### src/rtl/div_pkg.sv
// Shared widths, iteration count, FSM encoding and result payload for the
// 32/16 signed sequential divider.
package div_pkg;

   localparam int unsigned DVD_WIDTH  = 32;
   localparam int unsigned DVS_WIDTH  = 16;
   localparam int unsigned REM_WIDTH  = DVS_WIDTH + 1;
   localparam int unsigned ITER_COUNT = DVD_WIDTH;
   localparam int unsigned CNT_WIDTH  = $clog2(ITER_COUNT);

   localparam logic [DVD_WIDTH-1:0] OVF_DVD = {1'b1, {(DVD_WIDTH-1){1'b0}}};
   localparam logic [DVD_WIDTH-1:0] OVF_QUO = OVF_DVD;

   typedef enum logic [1:0] {
      ST_IDLE = 2'd0,
      ST_CALC = 2'd1,
      ST_FIX  = 2'd2,
      ST_DONE = 2'd3
   } state_t;

   typedef struct packed {
      logic [DVD_WIDTH-1:0] q;
      logic [DVS_WIDTH-1:0] r;
      logic                 dz;
      logic                 ovf;
   } div_res_t;

   // Two's-complement magnitude; the most negative value maps onto its
   // unsigned magnitude, which still fits in the same width.
   function automatic logic [DVD_WIDTH-1:0] dvd_mag(input logic [DVD_WIDTH-1:0] x);
      return x[DVD_WIDTH-1] ? DVD_WIDTH'(-x) : x;
   endfunction

   function automatic logic [DVS_WIDTH-1:0] dvs_mag(input logic [DVS_WIDTH-1:0] x);
      return x[DVS_WIDTH-1] ? DVS_WIDTH'(-x) : x;
   endfunction

endpackage

### src/rtl/div_step.sv
// One radix-2 restoring iteration: shift in the next dividend bit, trial
// subtract the divisor, keep the difference when it does not borrow.
module div_step
   import div_pkg::*;
(
   input  logic [REM_WIDTH-1:0] rem,
   input  logic                 dvd_bit,
   input  logic [DVS_WIDTH-1:0] dvs,
   output logic [REM_WIDTH-1:0] rem_next,
   output logic                 q_bit
);

   localparam int unsigned DIFF_W = REM_WIDTH + 1;

   logic [DIFF_W-1:0] shifted;
   logic [DIFF_W-1:0] diff;

   // The partial remainder stays below the divisor, so its top bit is zero and
   // the extra difference bit acts purely as the borrow.
   always_comb begin
      shifted  = {rem, dvd_bit};
      diff     = shifted - DIFF_W'(dvs);
      q_bit    = ~diff[DIFF_W-1];
      rem_next = q_bit ? diff[REM_WIDTH-1:0] : shifted[REM_WIDTH-1:0];
   end

endmodule

### src/rtl/div_32_16_seq.sv
// Signed 32/16 sequential divider: one quotient bit per cycle, fixed 34-cycle
// latency from the start edge to the done pulse, truncation toward zero.
module div_32_16_seq
   import div_pkg::*;
#(
   parameter int unsigned DVD_W = DVD_WIDTH,
   parameter int unsigned DVS_W = DVS_WIDTH
) (
   input  logic             sys_clk,
   input  logic             sys_rst_n,
   input  logic             start,
   input  logic [DVD_W-1:0] DVD_NUM,
   input  logic [DVS_W-1:0] DVS_NUM,
   output logic             busy,
   output logic             done,
   output logic [DVD_W-1:0] Q_NUM,
   output logic [DVS_W-1:0] R_NUM,
   output logic             dz,
   output logic             ovf
);

   state_t               state_q;
   state_t               state_d;
   logic                 accept;
   logic                 calc_en;
   logic                 fix_en;
   logic                 fin_en;

   logic [CNT_WIDTH-1:0] cnt_q;
   logic [DVD_W-1:0]     dvd_sh_q;
   logic [DVS_W-1:0]     dvs_mag_q;
   logic [REM_WIDTH-1:0] rem_q;
   logic [DVD_W-1:0]     quo_q;
   logic [DVS_W-1:0]     dvd_lo_q;
   logic                 neg_q_q;
   logic                 neg_r_q;
   logic                 dz_q;
   logic                 ovf_q;
   div_res_t             res_q;
   div_res_t             fix_res;

   logic [REM_WIDTH-1:0] step_rem;
   logic                 step_q;

   div_step u_step (
      .rem      (rem_q),
      .dvd_bit  (dvd_sh_q[DVD_W-1]),
      .dvs      (dvs_mag_q),
      .rem_next (step_rem),
      .q_bit    (step_q)
   );

   // State register
   always_ff @(posedge sys_clk or negedge sys_rst_n) begin
      if (!sys_rst_n) begin
         state_q <= ST_IDLE;
      end else begin
         state_q <= state_d;
      end
   end

   // Next state and per-state strobes; busy also covers the done cycle, which
   // keeps a start coinciding with done from being taken.
   always_comb begin
      state_d = state_q;
      accept  = 1'b0;
      calc_en = 1'b0;
      fix_en  = 1'b0;
      fin_en  = 1'b0;
      case (state_q)
         ST_IDLE: begin
            if (start && !busy) begin
               accept  = 1'b1;
               state_d = ST_CALC;
            end
         end
         ST_CALC: begin
            calc_en = 1'b1;
            if (cnt_q == CNT_WIDTH'(ITER_COUNT - 1)) begin
               state_d = ST_FIX;
            end
         end
         ST_FIX: begin
            fix_en  = 1'b1;
            state_d = ST_DONE;
         end
         ST_DONE: begin
            fin_en  = 1'b1;
            state_d = ST_IDLE;
         end
         default: state_d = ST_IDLE;
      endcase
   end

   // Sign and special-case resolution of the unsigned iteration result
   always_comb begin
      fix_res     = '0;
      fix_res.dz  = dz_q;
      fix_res.ovf = ovf_q;
      if (dz_q) begin
         fix_res.r = dvd_lo_q;
      end else if (ovf_q) begin
         fix_res.q = OVF_QUO;
      end else begin
         fix_res.q = neg_q_q ? DVD_W'(-quo_q) : quo_q;
         fix_res.r = neg_r_q ? DVS_W'(-rem_q[DVS_W-1:0]) : rem_q[DVS_W-1:0];
      end
   end

   // Operand capture and iteration datapath
   always_ff @(posedge sys_clk or negedge sys_rst_n) begin
      if (!sys_rst_n) begin
         cnt_q     <= '0;
         dvd_sh_q  <= '0;
         dvs_mag_q <= '0;
         rem_q     <= '0;
         quo_q     <= '0;
         dvd_lo_q  <= '0;
         neg_q_q   <= 1'b0;
         neg_r_q   <= 1'b0;
         dz_q      <= 1'b0;
         ovf_q     <= 1'b0;
         res_q     <= '0;
      end else begin
         if (accept) begin
            cnt_q     <= '0;
            dvd_sh_q  <= dvd_mag(DVD_NUM);
            dvs_mag_q <= dvs_mag(DVS_NUM);
            rem_q     <= '0;
            quo_q     <= '0;
            dvd_lo_q  <= DVD_NUM[DVS_W-1:0];
            neg_q_q   <= DVD_NUM[DVD_W-1] ^ DVS_NUM[DVS_W-1];
            neg_r_q   <= DVD_NUM[DVD_W-1];
            dz_q      <= (DVS_NUM == '0);
            ovf_q     <= (DVD_NUM == OVF_DVD) && (DVS_NUM == '1);
         end
         if (calc_en) begin
            cnt_q    <= cnt_q + CNT_WIDTH'(1);
            dvd_sh_q <= {dvd_sh_q[DVD_W-2:0], 1'b0};
            rem_q    <= step_rem;
            quo_q    <= {quo_q[DVD_W-2:0], step_q};
         end
         if (fix_en) begin
            res_q <= fix_res;
         end
      end
   end

   // Output registers: results and flags move only together with done
   always_ff @(posedge sys_clk or negedge sys_rst_n) begin
      if (!sys_rst_n) begin
         busy  <= 1'b0;
         done  <= 1'b0;
         Q_NUM <= '0;
         R_NUM <= '0;
         dz    <= 1'b0;
         ovf   <= 1'b0;
      end else begin
         done <= fin_en;
         if (accept) begin
            busy <= 1'b1;
         end else if (done) begin
            busy <= 1'b0;
         end
         if (fin_en) begin
            Q_NUM <= res_q.q;
            R_NUM <= res_q.r;
            dz    <= res_q.dz;
            ovf   <= res_q.ovf;
         end
      end
   end

endmodule
### config.mk
export PLATFORM = sky130hd
export DESIGN_NAME = div_32_16_seq
export DESIGN_NICKNAME = d
export VERILOG_FILES = /design/src/rtl/div_pkg.sv /design/src/rtl/div_step.sv /design/src/rtl/div_32_16_seq.sv
export SDC_FILE = /design/constraint.sdc
export NUM_CORES = 1
export LEC_CHECK = 0
export CAP_MARGIN = 10
export CELL_PAD_IN_SITES_DETAIL_PLACEMENT = 1
export CELL_PAD_IN_SITES_GLOBAL_PLACEMENT = 1
export CORE_MARGIN = 5
export CORE_UTILIZATION = 45
export DETAILED_ROUTE_END_ITERATION = 8
export GPL_ROUTABILITY_DRIVEN = 1
export HOLD_SLACK_MARGIN = 0.03
export PLACE_DENSITY_LB_ADDON = 0.1
export SKIP_LAST_GASP = 1
export SYNTH_ARGS = -nofsm -noshare
export SYNTH_HDL_FRONTEND = slang
export SYNTH_SLANG_ARGS = --single-unit
export TNS_END_PERCENT = 10
### constraint.sdc
create_clock -name sys_clk -period 3.5 [get_ports sys_clk]
set_input_delay 0.525 -clock sys_clk [delete_from_list [all_inputs] [get_ports sys_clk]]
set_output_delay 0.525 -clock sys_clk [all_outputs]
set_load 0.01 [all_outputs]
; Yosys cells after proc, flatten, opt, wreduce, memory -nomap -nowiden
; Index checks and enable logic that the tools add are counted.
[word_totals]
regBits = 226
in_bits = 51
output_inout_bits = 52
wordCells = 72
[op_classes]
addsub = 6
eq_ne = 8
muxes = 27
bitwise_logic = 2
reduce_logical = 8
[op_table]
columns = cell, n
row1 = 32-bit two-way mux, 8
row2 = 16-bit two-way mux, 4
row3 = 32-bit negator, 2
row4 = 17-bit two-way mux, 3
row5 = 32-bit equality test (second input constant), 1
row6 = 16-bit negator, 2
row7 = 18-bit by 16-bit subtractor with 18-bit output, 1
row8 = 16-bit equality test (second input constant), 1
row9 = 16-bit logical NOT, 1
row10 = 5-bit two-way mux, 2
row11 = 2-bit one-hot mux with 4 select lines, 1
row12 = 1-bit two-way mux, 7
row13 = 5-bit by 1-bit adder with 5-bit output (second input constant), 1
row14 = 5-bit equality test (second input constant), 1
row15 = 2-bit equality test (second input constant), 2
row16 = 2-bit two-way mux, 2
row17 = 2-bit != test (second input constant), 2
row18 = 2-bit nonzero test, 2
row19 = 2-bit by 1-bit equality test with 1-bit output (second input constant), 1
row20 = 1-bit logical AND, 2
row21 = 2-bit logical NOT, 1
row22 = 2-bit AND reduction, 1
row23 = 1-bit logical NOT, 1
row24 = 1-bit inverter, 1
row25 = 1-bit XOR, 1

; Longest topological paths before layout
; Gate-level depths: netlist of run 1.
[logic_depth]
ltp_word = 6
mapped_depth = 11
depth_no_buf = 11

; Cells and area by module
; From an unflattened synthesis of run 1, not the netlist that was laid out.
[unflattened]
cells_unflattened = 1272
area_unflattened_um2 = 12161.7
[modules_own_cells]
columns = module, instances, cells_each, area_per_inst_um2
row1 = div_32_16_seq, 1, 1124, 11010.6
row2 = div_step, 1, 148, 1151.1

; Worst setup path after synthesis of run 1
; No wires, ideal clock.
[synth_path]
path_kind = register to register
start = reg quo_q[10]
end = reg res_q[49] in the netlist's numbering
arrival_ps = 2758
path_slack_ps = 604
stages_incl_launch_ff = 8
path_buffers = 0
cell_sequence = dfrtp_1 or4_4 or4b_4 or4_4 or3_4 o31ai_2 xor2_1 a31oi_1
[synth_via]
elab_chain_cells = 4
[synth_rtl]
columns = element, line_no
row1 = start: declaration, div_32_16_seq.sv:33  ; logic [DVD_W-1:0] quo_q;
row2 = start signal: assignment, div_32_16_seq.sv:141  ; quo_q <= {quo_q[DVD_W-2:0], step_q};
row3 = 32-bit negator, div_32_16_seq.sv:105  ; fix_res.q = neg_q_q ? DVD_W'(-quo_q) : quo_q;
row4 = 32-bit two-way mux, div_32_16_seq.sv:105
row5 = 32-bit two-way mux, div_32_16_seq.sv:102  ; end else if (ovf_q) begin
row6 = 32-bit two-way mux, div_32_16_seq.sv:100  ; if (dz_q) begin
row7 = end signal: assignment, div_32_16_seq.sv:144  ; res_q <= fix_res;
row8 = end: declaration, div_32_16_seq.sv:39  ; div_res_t res_q;
; Every way passes these cells.
; A chain may end at the register's enable or synchronous reset.

; Worst setup path in the final report of run 1
; Ends and elaborated chain as after synthesis.

==> metrics.md, run 1 <==
| Metric | Value |
|---|---|
| Status | `completed` |
| GP Congestion | `0.829` |
| Async SR Flop Fraction | `1.00` |
| Routed wirelength normalized by instance count | `17.6 um` |
| Detailed placer's ending HPWL | `21200 um` |
| CTS Buffer Depth | `3` |
| Number of levels the H-tree was split into | `1` |
| CP endpoint kind | `flip-flop` |
| Syn_nets | `1342` |
| Achievable clock frequency | `0.318 GHz` |
| Critical path required time | `3.88 ns` |
| Inserted Diodes | `0` |
| TritonCTS clock tree | `done` |
| Signal arrival time at the worst endpoint | `3.52 ns` |
| Count of vias placed by the detailed router | `9334` |
| Drc violations | `0` |
| First DRT Iteration DRCs | `587` |
| Total area of sequential cells | `5660 um2` |
| Number of hold-repair buffers added at the cts stage | `0` |
| Total congestion overflow | `0` |
| GRT met1 Usage | `0.278` |
| First-pass GRT wire length | `50600 um` |
| Least-Margin Pin Slew | `0.996 ns` |
| Layout net count | `1425` |
| Worst hold slack across all endpoints | `0.00564 ns` |
| Hold Fails Final Rpt | `0` |
| Post-synth top flop | `dfrtp_1` |
| Type of the most critical hold path | `primary input to async pin` |
| Total Routed Length | `29900 um` |
| Time the worst path needs with I/O delays and setup | `3.14 ns` |
| Count of warnings emitted by yosys | `0` |
| Number of cells produced by synthesis | `1263` |
| EDFF count, synth | `0` |
| Met2 global-route usage | `0.364` |
| Overall die area | `29600 um2` |
| Number of I/O pins | `103` |
| Largest clock skew in the final design | `0.0245 ns` |
| Fraction of layout cells with a size suffix above 1 | `0.0996` |
| Length of the first detailed-routing pass in iterations | `7` |
| Library cells used by synthesis | `61` |
| Met3 capacity usage during global routing | `0.0219` |
| Flip-flop and latch count after synthesis | `226` |
| Total area of multi-input combinational cells | `5690 um2` |
| Count of input and output buffers | `102` |
| Core ar. | `26000 um2` |
| Number of global-route vias before repair | `9692` |
| Total standard cell area after synthesis | `11800 um2` |
| Via density per instance | `5.49` |
| Most common cell in the netlist | `nand2_1` |
| Top cell type's share of synthesized area | `0.478` |
| Antenna violations before repair | `0` |
| Clock tree sinks | `226` |
| Number of CTS-inserted buffers | `26` |
| Initial cell density of the core | `0.455` |
| Cells on worst reg2reg path | `7` |
| Final clock period utilization by the worst path | `0.897` |
| Top Usage Layer GRT | `met2` |
| Site Rows | `59` |
| Largest cells by area after synthesis | `dfrtp_1, nand2_1, o21ai_0` |
| Library cell occupying the most area in the post-synthesis netlist | `dfrtp_1` |
| Biggest fanout along the worst timing path | `6` |
| Worst vdd rail ir drop | `0.365 mV` |
| Static power due to leakage | `5.84 nW` |
| Register area share after synthesis | `0.478` |
| Pin count of the biggest net entering global routing | `92` |
| Chip Height | `172 um` |
| CP Launch Type | `flip-flop` |
| Width of the die | `172 um` |
| Number of antenna-violating nets in the routed design | `0` |
| Count of fill cells added during filler insertion | `2933` |
| Pwr Density | `404 nW/um2` |
| Classification of the worst setup path | `flip-flop to flip-flop` |
| Clock root buffer master | `clkbuf_16` |
| Final-report setup violation count | `0` |
| Number of setup buffers added after CTS | `0` |
| Number of maximum-capacitance violations | `0` |
| Worst slew slack as a fraction of its limit | `0.336` |
| Synthesized area per cell | `9.37 um2` |
| Clock network latency to the later pin of the worst-skew pair | `0.54 ns` |
| Setup repair after global routing missed its margin | `no` |
| Max-slew violations | `0` |
| Most instantiated cells after synthesis | `nand2_1, dfrtp_1, o21ai_0, inv_1, xor2_1` |
| Layout overhead on the synthesized area | `19.8%` |
| Number of resized instances in the post-cts repair step | `0` |
| Final-layout setup total negative slack | `0 ns` |
| Clock transition at path regs | `0.06 ns` |
| GR Util All Layers | `0.206` |
cells in the final DEF (no fill, tap or decap), drive strengths merged, types with 34 or more instances in the layout:
| master | n |
|---|---|
| inv | 70 |
| dfrtp | 226 |
| nor2 | 37 |
| clkbuf | 35 |
| o21ai | 138 |
| nand2 | 261 |
| mux2 | 52 |
| o31ai | 34 |
| xor2 | 66 |
| clkdlybuf4s50 | 101 |
registers in the layout, indices dropped and copies added (netlist names):
name and count:
Q_NUM 32, R_NUM 16, busy 1, cnt_q 5, done 1, dvd_lo_q 16
dvd_sh_q 32, dvs_mag_q 16, dz 1, dz_q 1, neg_q_q 1, neg_r_q 1
ovf 1, ovf_q 1, quo_q 32, rem_q 17, res_q 50, state_q 2
per-stage QoR:
stage	setup slack [ns]	util	power, mW	instance area [um2]	std cells
after floorplan	0.604	-	2.73	11800	1263
after global placement	0.143	0.510	2.90	13300	1653
after detailed placement	0.0989	0.510	2.90	13300	1653
after CTS	0.344	0.546	5.81	14200	1700
after global routing	0.247	0.546	5.95	14200	1700
final	0.359	0.546	5.73	14200	1700
area by class of cell:
| type | count | share of cell area |
|---|---|---|
| Multi-Input combinational cell | 898 | 0.401 |
| Sequential cell | 226 | 0.399 |
| Timing Repair Buffer | 124 | 0.0866 |
| Clock buffer | 35 | 0.0525 |
| Tap cell | 335 | 0.0296 |
| Inverter | 70 | 0.0185 |
| Clock inverter | 12 | 0.0128 |
routing by layer:
metal	part of all wire	up-vias
met5	0	-
met4	0.013	0
met3	0.034	26
met2	0.50	147
met1	0.45	4627
li1	-	4534
worst max-delay path, cell delays in order, from the launching register on:
cell	delay, ns
dfrtp_1	0.44
or4_4	0.57
or4b_4	0.54
or4_4	0.53
or3_4	0.39
o31ai_2	0.23
xor2_1	0.19
a31oi_1	0.11
final timing paths:
check                          start  slack, ns         to
min in group sys_clk            done       0.44       busy
min reg2reg                     done       0.44       busy
max                        quo_q[10]       0.36  res_q[49]
max reg2reg                quo_q[10]       0.36  res_q[49]
max in group asynchronous  sys_rst_n       2.56   Q_NUM[6]
min                        sys_rst_n      0.006  Q_NUM[14]
cells by family (layout without fill, tap and decap cells):
| kind of cell | Yosys count | in the layout | synth area share |
|---|---|---|---|
| simple gates | 405 | 405 | 0.153 |
| compound gates | 286 | 286 | 0.148 |
| flops | 226 | 226 | 0.478 |
| buf+inv | 139 | 241 | 0.0441 |
| xor+xnor | 99 | 99 | 0.0733 |
| mux | 80 | 80 | 0.0732 |
| fa+ha+maj | 28 | 28 | 0.0302 |
power by group:
part / switching (mW) / internal [mW] / leakage, nW
Combinational: 0.136 / 0.0982 / 2.68
Clock: 1.10 / 1.79 / 0.443
Sequential: 0 / 2.61 / 2.72
Power figures use the tool's default switching activity.
==> run 2, diff against run 1 <==
--- a/config.mk
+++ b/config.mk
@@ -5,7 +5,6 @@
 export SDC_FILE = /design/constraint.sdc
 export NUM_CORES = 1
 export LEC_CHECK = 0
-export CAP_MARGIN = 10
 export CELL_PAD_IN_SITES_DETAIL_PLACEMENT = 1
 export CELL_PAD_IN_SITES_GLOBAL_PLACEMENT = 1
 export CORE_MARGIN = 5
==> results of run 2 <==
No change in the layout: final DEF, timing and power equal those of run 1.
